$ cat src/rtl/prog_clkdiv.sv
// prog_clkdiv: bank of independent programmable clock dividers.
// Each channel counts 0..A and wraps. Its divided clock is low for the first
// floor(R/2) cycles of a period and high for the rest (R = A+1). Its tick marks
// the last cycle of a period. Divisor writes are deferred to the next wrap
// unless the channel is already at a boundary, so the output never produces
// a runt pulse. A sync pulse realigns every channel to count 0 at once.
module prog_clkdiv #(
  parameter  int NCH   = 4,
  parameter  int DIV_W = 8,
  localparam int CH_W  = (NCH > 1) ? $clog2(NCH) : 1
) (
  input  logic             clk,
  input  logic             rst,
  input  logic             cfg_valid,
  output logic             cfg_ready,
  input  logic [CH_W-1:0]  cfg_ch,
  input  logic [DIV_W-1:0] cfg_div,
  input  logic             sync,
  output logic [NCH-1:0]   div_o,
  output logic [NCH-1:0]   tick_o
);

  // Divisor a channel comes out of reset with: 2^(ch+1)-1, saturated to the
  // field width, so the channels start at ratios 2, 4, 8, 16, ...
  function automatic logic [DIV_W-1:0] rst_div(input int ch);
    logic [DIV_W-1:0] v;
    v = '0;
    for (int b = 0; b < DIV_W; b++) begin
      if (b <= ch) v[b] = 1'b1;
    end
    return v;
  endfunction

  // Pending-write flag of every channel, gathered for the ready mux.
  logic [NCH-1:0] pend_vec;
  logic           cfg_acc;

  // Ready reflects only the addressed channel's pending flag. Out-of-range
  // channels are always ready, so writes to them are swallowed.
  always_comb begin
    cfg_ready = 1'b1;
    for (int i = 0; i < NCH; i++) begin
      if (cfg_ch == CH_W'(i)) cfg_ready = !pend_vec[i];
    end
  end

  assign cfg_acc = cfg_valid && cfg_ready;

  for (genvar gi = 0; gi < NCH; gi++) begin : g_ch
    localparam logic [DIV_W-1:0] RST_A = rst_div(gi);

    logic [DIV_W-1:0] a_q, a_d;
    logic [DIV_W-1:0] s_q, s_d;
    logic [DIV_W-1:0] cnt_q, cnt_d;
    logic             p_q, p_d;
    logic             div_q, div_d;
    logic             tick_q, tick_d;
    logic             wr_sel;
    logic             at_wrap;
    logic             stopped;
    logic [DIV_W:0]   half;

    assign wr_sel  = cfg_acc && (cfg_ch == CH_W'(gi));
    assign stopped = (a_q == '0);
    assign at_wrap = !stopped && (cnt_q == a_q);

    // Next divisor/counter state. The registered outputs are then derived from
    // that next state so they always match the counter they describe.
    always_comb begin
      a_d   = a_q;
      s_d   = s_q;
      p_d   = p_q;
      cnt_d = cnt_q;
      half  = '0;

      if (sync) begin
        // Realign: a write arriving now, or one still pending, takes effect here.
        cnt_d = '0;
        p_d   = 1'b0;
        if (wr_sel)   a_d = cfg_div;
        else if (p_q) a_d = s_q;
      end else if (wr_sel && (stopped || at_wrap)) begin
        // Already at a period boundary: apply immediately.
        a_d   = cfg_div;
        cnt_d = '0;
      end else if (wr_sel) begin
        // Mid-period: park the divisor until this period completes.
        s_d   = cfg_div;
        p_d   = 1'b1;
        cnt_d = cnt_q + DIV_W'(1);
      end else if (stopped) begin
        cnt_d = '0;
      end else if (at_wrap) begin
        cnt_d = '0;
        if (p_q) begin
          a_d = s_q;
          p_d = 1'b0;
        end
      end else begin
        cnt_d = cnt_q + DIV_W'(1);
      end

      half   = ({1'b0, a_d} + (DIV_W + 1)'(1)) >> 1;
      div_d  = (a_d != '0) && ({1'b0, cnt_d} >= half);
      tick_d = (a_d != '0) && (cnt_d == a_d);
    end

    // Channel state registers with asynchronous active-low reset.
    always_ff @(posedge clk or negedge rst) begin
      if (!rst) begin
        a_q    <= RST_A;
        s_q    <= '0;
        p_q    <= 1'b0;
        cnt_q  <= '0;
        div_q  <= 1'b0;
        tick_q <= 1'b0;
      end else begin
        a_q    <= a_d;
        s_q    <= s_d;
        p_q    <= p_d;
        cnt_q  <= cnt_d;
        div_q  <= div_d;
        tick_q <= tick_d;
      end
    end

    assign pend_vec[gi] = p_q;
    assign div_o[gi]    = div_q;
    assign tick_o[gi]   = tick_q;
  end

endmodule

$ cat config.mk
export PLATFORM = sky130hd
export DESIGN_NAME = prog_clkdiv
export DESIGN_NICKNAME = d
export VERILOG_FILES = /design/src/rtl/prog_clkdiv.sv
export SDC_FILE = /design/constraint.sdc
export NUM_CORES = 1
export LEC_CHECK = 0
export ABC_AREA = 1
export BUFFER_PORTS_ARGS = -buffer_cell sky130_fd_sc_hd__buf_4
export CORE_ASPECT_RATIO = 2
export CORE_MARGIN = 1.5
export CORE_UTILIZATION = 60
export CTS_CLUSTER_DIAMETER = 120
export CTS_CLUSTER_SIZE = 40
export DETAILED_ROUTE_END_ITERATION = 8
export PLACE_DENSITY = 0.77
export SLEW_MARGIN = 20
export SYNTH_ARGS = -nofsm -noshare
export SYNTH_HDL_FRONTEND = slang
export SYNTH_SLANG_ARGS = --single-unit
$ cat constraint.sdc
create_clock -name clk -period 3.8 [get_ports clk]
set_input_delay 0.38 -clock clk [delete_from_list [all_inputs] [get_ports clk]]
set_output_delay 0.38 -clock clk [all_outputs]
set_load 0.005 [all_outputs]
## Word level (Yosys, flattened, before mapping)

Cells that the tools add are included.

- Register bits after elaboration: 108
- Bits in latches: 0
- Bits in writable memories: 0
- Memory bits (read-only): 0
- Input port bits: 14
- Output and inout bits: 9
- Logic and storage cells: 186
- Memories kept: 0

- Add/sub/neg operators: 8
- Multipliers: 0
- Div/mod/pow operators: 0
- Order comparisons: 4
- Equality and inequality tests: 19
- Shift operators: 0
- Multiplexer cells: 72
- Bitwise gates (word level): 5
- Reductions and logical operators: 54

Operators with widths:

| cell | count |
|---|---|
| $mux W8 | 48 |
| $eq A8 B8 Y1 | 8 |
| $add A8 B1 Y9 const B | 4 |
| $add A8 B1 Y8 const B | 4 |
| $ge A8 B8 Y1 | 4 |
| $logic_not A8 Y1 | 4 |
| $reduce_bool A8 Y1 | 4 |
| $mux W1 | 24 |
| $reduce_and A3 Y1 | 8 |
| $logic_and A1 B1 Y1 | 21 |
| $ne A3 B3 Y1 const B | 4 |
| $reduce_bool A3 Y1 | 4 |
| $logic_not A1 Y1 | 8 |
| $ne A2 B2 Y1 const B | 4 |
| $not A1 Y1 | 5 |
| $eq A2 B2 Y1 const B | 2 |
| $logic_or A1 B1 Y1 | 4 |
| $eq A2 B1 Y1 const B | 1 |
| $logic_not A2 Y1 | 1 |

## Longest topological paths before layout

- Depth after elaboration: 13
- Mapped depth: 25
- Mapped depth without buffers: 25

## Worst setup path after synthesis

Ideal clock, no wire load.

- Kind: reg2reg
- Start point: register g_ch[0].a_q[0]
- End point: register g_ch[0].div_q
- Setup time: 119 ps
- Arrival: 2909 ps
- Data required time: 3681 ps
- Path slack: 772 ps
- Stages on the path, launching flop included: 20
- Path buffers: 0
- Period minus slack after synthesis: 3028 ps
- Cells stage by stage: dfstp_2 xnor2_1 nand2_1 nor2_1 nand2_1 nand3_2 inv_1 nand2_1 nand3_1 ha_1 inv_1 nor2_1 and2_4 or2_1 ha_1 nand2_1 nor2_1 a211oi_1 o221ai_1 o21a_1

- Word-level cells in the longest chain between the ends: 11
- Elaborated cells on any way between the ends: 22
- Those cells by class: 1 x add/sub; 1 x order compare; 1 x eq/ne; 12 x mux; 7 x reduce/logical

Ends and longest elaborated chain:

| element | RTL line | RTL |
|---|---|---|
| from (decl) | 52 | `logic [DIV_W-1:0] a_q, a_d;` |
| from (signal assigned) | 111 | `a_q <= RST_A;` |
| from (signal assigned) | 118 | `a_q <= a_d;` |
| $logic_not A8 Y1 | 64 | `assign stopped = (a_q == '0);` |
| $logic_not A1 Y1 | 65 | `assign at_wrap = !stopped && (cnt_q == a_q);` |
| $logic_and A1 B1 Y1 | 65 |  |
| $mux W8 | 93 | `end else if (at_wrap) begin` |
| $mux W8 | 91 | `end else if (stopped) begin` |
| $mux W8 | 86 | `end else if (wr_sel) begin` |
| $mux W8 | 82 | `end else if (wr_sel && (stopped \|\| at_wrap)) begin` |
| $mux W8 (*) | 76 | `if (sync) begin` |
| named net g_ch[0].a_d[0] | 52 |  |
| $add A8 B1 Y9 | 103 | `half = ({1'b0, a_d} + (DIV_W + 1)'(1)) >> 1;` |
| $ge A8 B8 Y1 | 104 | `div_d = (a_d != '0) && ({1'b0, cnt_d} >= half);` |
| $logic_and A1 B1 Y1 (*) | 104 |  |
| named net g_ch[0].div_d | 56 | `logic div_q, div_d;` |
| to (signal assigned) | 122 | `div_q <= div_d;` |
| to (decl) | 56 |  |

Mark *: on every way through the listed nets, which the timed path passes. The rest lies on a longest branch.
A chain may end at the register's enable or synchronous reset.

## Final worst setup path

Same ends and word-level chain as after synthesis.

==> metrics.md <==
| Metric | Value |
|---|---|
| Total core area | 0.0144 mm2 |
| Pins Over Slew Limit | 0 |
| Critical Path End | g_ch[0].div_q$_DFF_PN0_ |
| Normalized max-slew margin | 56.2% |
| Final Skew | 0.0108 ns |
| CTS HTree Levels | 3 |
| Die footprint | 0.0155 mm2 |
| DRT antenna net count | 0 |
| Critical path launch point type | flop |
| MaxCap Viol Count | 0 |
| TritonCTS clock tree | yes |
| Slowest Stage Delay on Critical Path | 0.58 ns |
| Net count reported at finish | 1,413 |
| CTS max path bufs | 2 |
| Crit Path Category | reg2reg |
| Initial antenna violation count | 0 |
| Clock latency on the worst-skew pair | 0.36 ns |
| Sw Pwr | 0.00190 W |
| Fin crit period | 3.44 ns |
| Final wirelength | 25.6 mm |
| Comb power frac | 42.3% |
| Initial Util | 61.4% |
| Delay-heaviest family, CP | simple AND/OR/NAND/NOR gates |
| Tot Pwr | 0.00452 W |
| Top_reg_cell synth | dfrtp_1 |
| # resized after CTS | 0 |
| Peak supply drop | 0.000262 V |
| Leak Pwr | 5.01 nW |
| Antenna cells | 0 |
| Post-synth EDFFs | 0 |
| Setup crit end kind | flop |
| Int Pwr | 0.00262 W |
| Crit path cell chain | xnor2_1 > nand2_1 > nor2_1 > nand2_1 > nand3_2 > buf_4 > nand3_1 > nand3_1 > ha_1 > inv_1 > nor2_1 > a21oi_1 > or2_1 > ha_1 > nand2_1 > nor2_1 > a211oi_1 > o221ai_1 > o21a_1 |
| Reg2reg path depth | 19 |
| Hold-fix buffers at CTS | 0 |
| Die Wd | 88.7 um |
| Fmax | 291 MHz |
| Post-DP HPWL | 20.0 mm |
| Clock power share | 23.1% |
| Via-to-Cell Ratio | 5.55 |
| Most instantiated cells after synthesis | 464 x nand2_1, 152 x inv_1, 111 x nor2_1 |
| Cell Area, Placed | 0.00914 mm2 |
| Mean post-synth cell area | 6.56 um2 |
| Initial DRT Pass Iterations | 5 |
| Reg2Reg Capture Point | g_ch[0].div_q$_DFF_PN0_ |
| WP buf/inv | 2 |
| Fin. Hold Viols | 0 |
| Sequential share of power | 34.5% |
| I/O pin total | 23 |
| #FFs+latches synth | 108 |
| Worst slew pin tran | 0.658 ns |
| First-pass GRT wire length | 42.0 mm |
| Power per Cell Area | 476 mW/mm2 |
| # rows | 62 |
| Register area share after synthesis | 30.8% |
| Finished Cell Area | 0.00949 mm2 |
| Layout Area Growth over Synthesis | 7.75% |
| # port buffers | 22 |
| RR Startpoint | g_ch[0].a_q[0]$_DFF_PN1_ |
| Fin crit share | 90.5% |
| Cell Area, Synth | 0.00881 mm2 |
| Initial drt markers | 425 |
| Wire per inst | 16.5 um |
| Outcome | completed |
| Min Hold Slack | 0.0355 ns |
| Synth top area cells | dfrtp_1 28%, nand2_1 20%, inv_1 6.5% |
| Root cell of the clock tree | clkbuf_16 |
| Async S/R FF share, synth | 100% |
| Post-synth top area cell | dfrtp_1 |
| Cells after Synth | 1,343 |
| Total track usage | 35.3% |
| Synth Net Count | 1,401 |
| Syn. warnings | 0 |
| Worst-path fanout max | 13 |
| WP data arrival | 3.69 ns |
| Grt ovf | 0 |
| Total CTS buffers | 9 |
| Die height | 174 um |
| WP depth | 19 |
| Layout cells sized above 1 | 11.0% |
| Worst reg-to-reg setup slack | 0.36 ns |
| CP required | 4.05 ns |
| Post-CTS setup buffers | 0 |
| Largest net degree at the start of global routing | 109 |
| Most frequent cell after synthesis | nand2_1 |
| Number of global-route vias before repair | 8,697 |
| Netlist cell types | 49 |
| Hold Path Class | in2async |
| Critical Path Start | g_ch[0].a_q[0]$_DFF_PN1_ |
| Placer Congestion | 1.04 |
| DRC | 0 |
| Vias post-DR | 8,617 |
| Final setup fails | 0 |
| CTS sink count | 108 |
| Clock transition at the registers of the reported paths | 0.08 ns |
| Yosys top cell area share | 27.8% |
| Sw Share | 42.0% |
| Setup TNS | 0 ns |
| Slowest stage cell on the critical path | dfstp_2 |
[cell usage in the layout, fill, tap and decap left out, drive strengths merged, types with 10 or more instances in the layout]
cell,n
a21oi,21
buf,36
clkbuf,10
dfrtp,98
dfstp,10
ha,44
inv,180
nand2,482
nand3,118
nand3b,11
nand4,33
nor2,127
nor3,11
o21ai,86
xnor2,15
xor2,33
[metrics by stage]
step                setup WS [ns]  cells  utilization (%)
global placement            0.366   1536             63.7
detailed placement          0.283   1536             63.7
CTS                         0.321   1552             65.9
finish                      0.363   1552             66.1
global route            -0.000899   1552             66.1
floorplan                   0.772   1343                -
[layout make-up]
cell class,count,area [um2]
Timing Repair Buffer,36,295
Tap cell,192,240
Sequential cell,108,2720
Clock buffer,10,229
Multi-Input combinational cell,1018,5240
Clock inverter,6,87.6
Inverter,182,688
Fill cell,1325,4860
[state kept, by name, summed over array words and instances (netlist names)]
name         cells
g_ch.div_q       4
g_ch.a_q        32
g_ch.s_q        32
g_ch.tick_q      4
g_ch.cnt_q      32
g_ch.p_q         4
[worst min-delay path by stage]
stage                                       endpoint  slack, ns
after CTS                 g_ch[1].cnt_q[7]$_DFF_PN0_       0.12
after global routing      g_ch[1].cnt_q[7]$_DFF_PN0_       0.15
after floorplan             g_ch[0].a_q[1]$_DFF_PN0_       0.08
after global placement    g_ch[2].s_q[4]$_DFFE_PN0P_       0.46
final                       g_ch[1].a_q[4]$_DFF_PN0_       0.04
after detailed placement  g_ch[3].s_q[4]$_DFFE_PN0P_       0.47
[worst reg2reg max path: cells and delay by family (launching register included)]
family                     cells  cell delay, ns
xor gates and xnor gates       1            0.13
buffers and inverters          2            0.27
adders and majority gates      2            0.46
AOI/OAI and AO/OA              4            0.60
DFF                            1            0.58
and+or+nand+nor               10            1.29
[metal layers]
metal  routed length [um]  GRT usage [%]  up-vias
met5                    0              0        -
met4                 1860           24.5        0
met3                 1130           4.84      127
met2                13500           62.9      298
met1                 9130           36.4     3911
li1                     -              -     4281
[cells by family (layout without fill, tap and decap cells)]
group	count (synthesis)	after routing	share of synthesized area [%]
and+or+nand+nor	795	795	39.8
buffers and inverters	217	234	10.1
AOI/OAI and AO/OA	131	131	8.25
DFF	108	108	30.8
xor gates and xnor gates	48	48	4.77
adders and majority gates	44	44	6.25
[power groups by stage]
stage / Clock (W) / Combinational [W] / Sequential [W]
final: 0.00104 / 0.00191 / 0.00156
after detailed placement: 0 / 0.00188 / 0.00157
after floorplan: 0 / 0.00142 / 0.00151
after global routing: 0.00109 / 0.00219 / 0.00158
after global placement: 0 / 0.00185 / 0.00157
after CTS: 0.00105 / 0.00189 / 0.00155
Power figures use the tool's default switching activity.
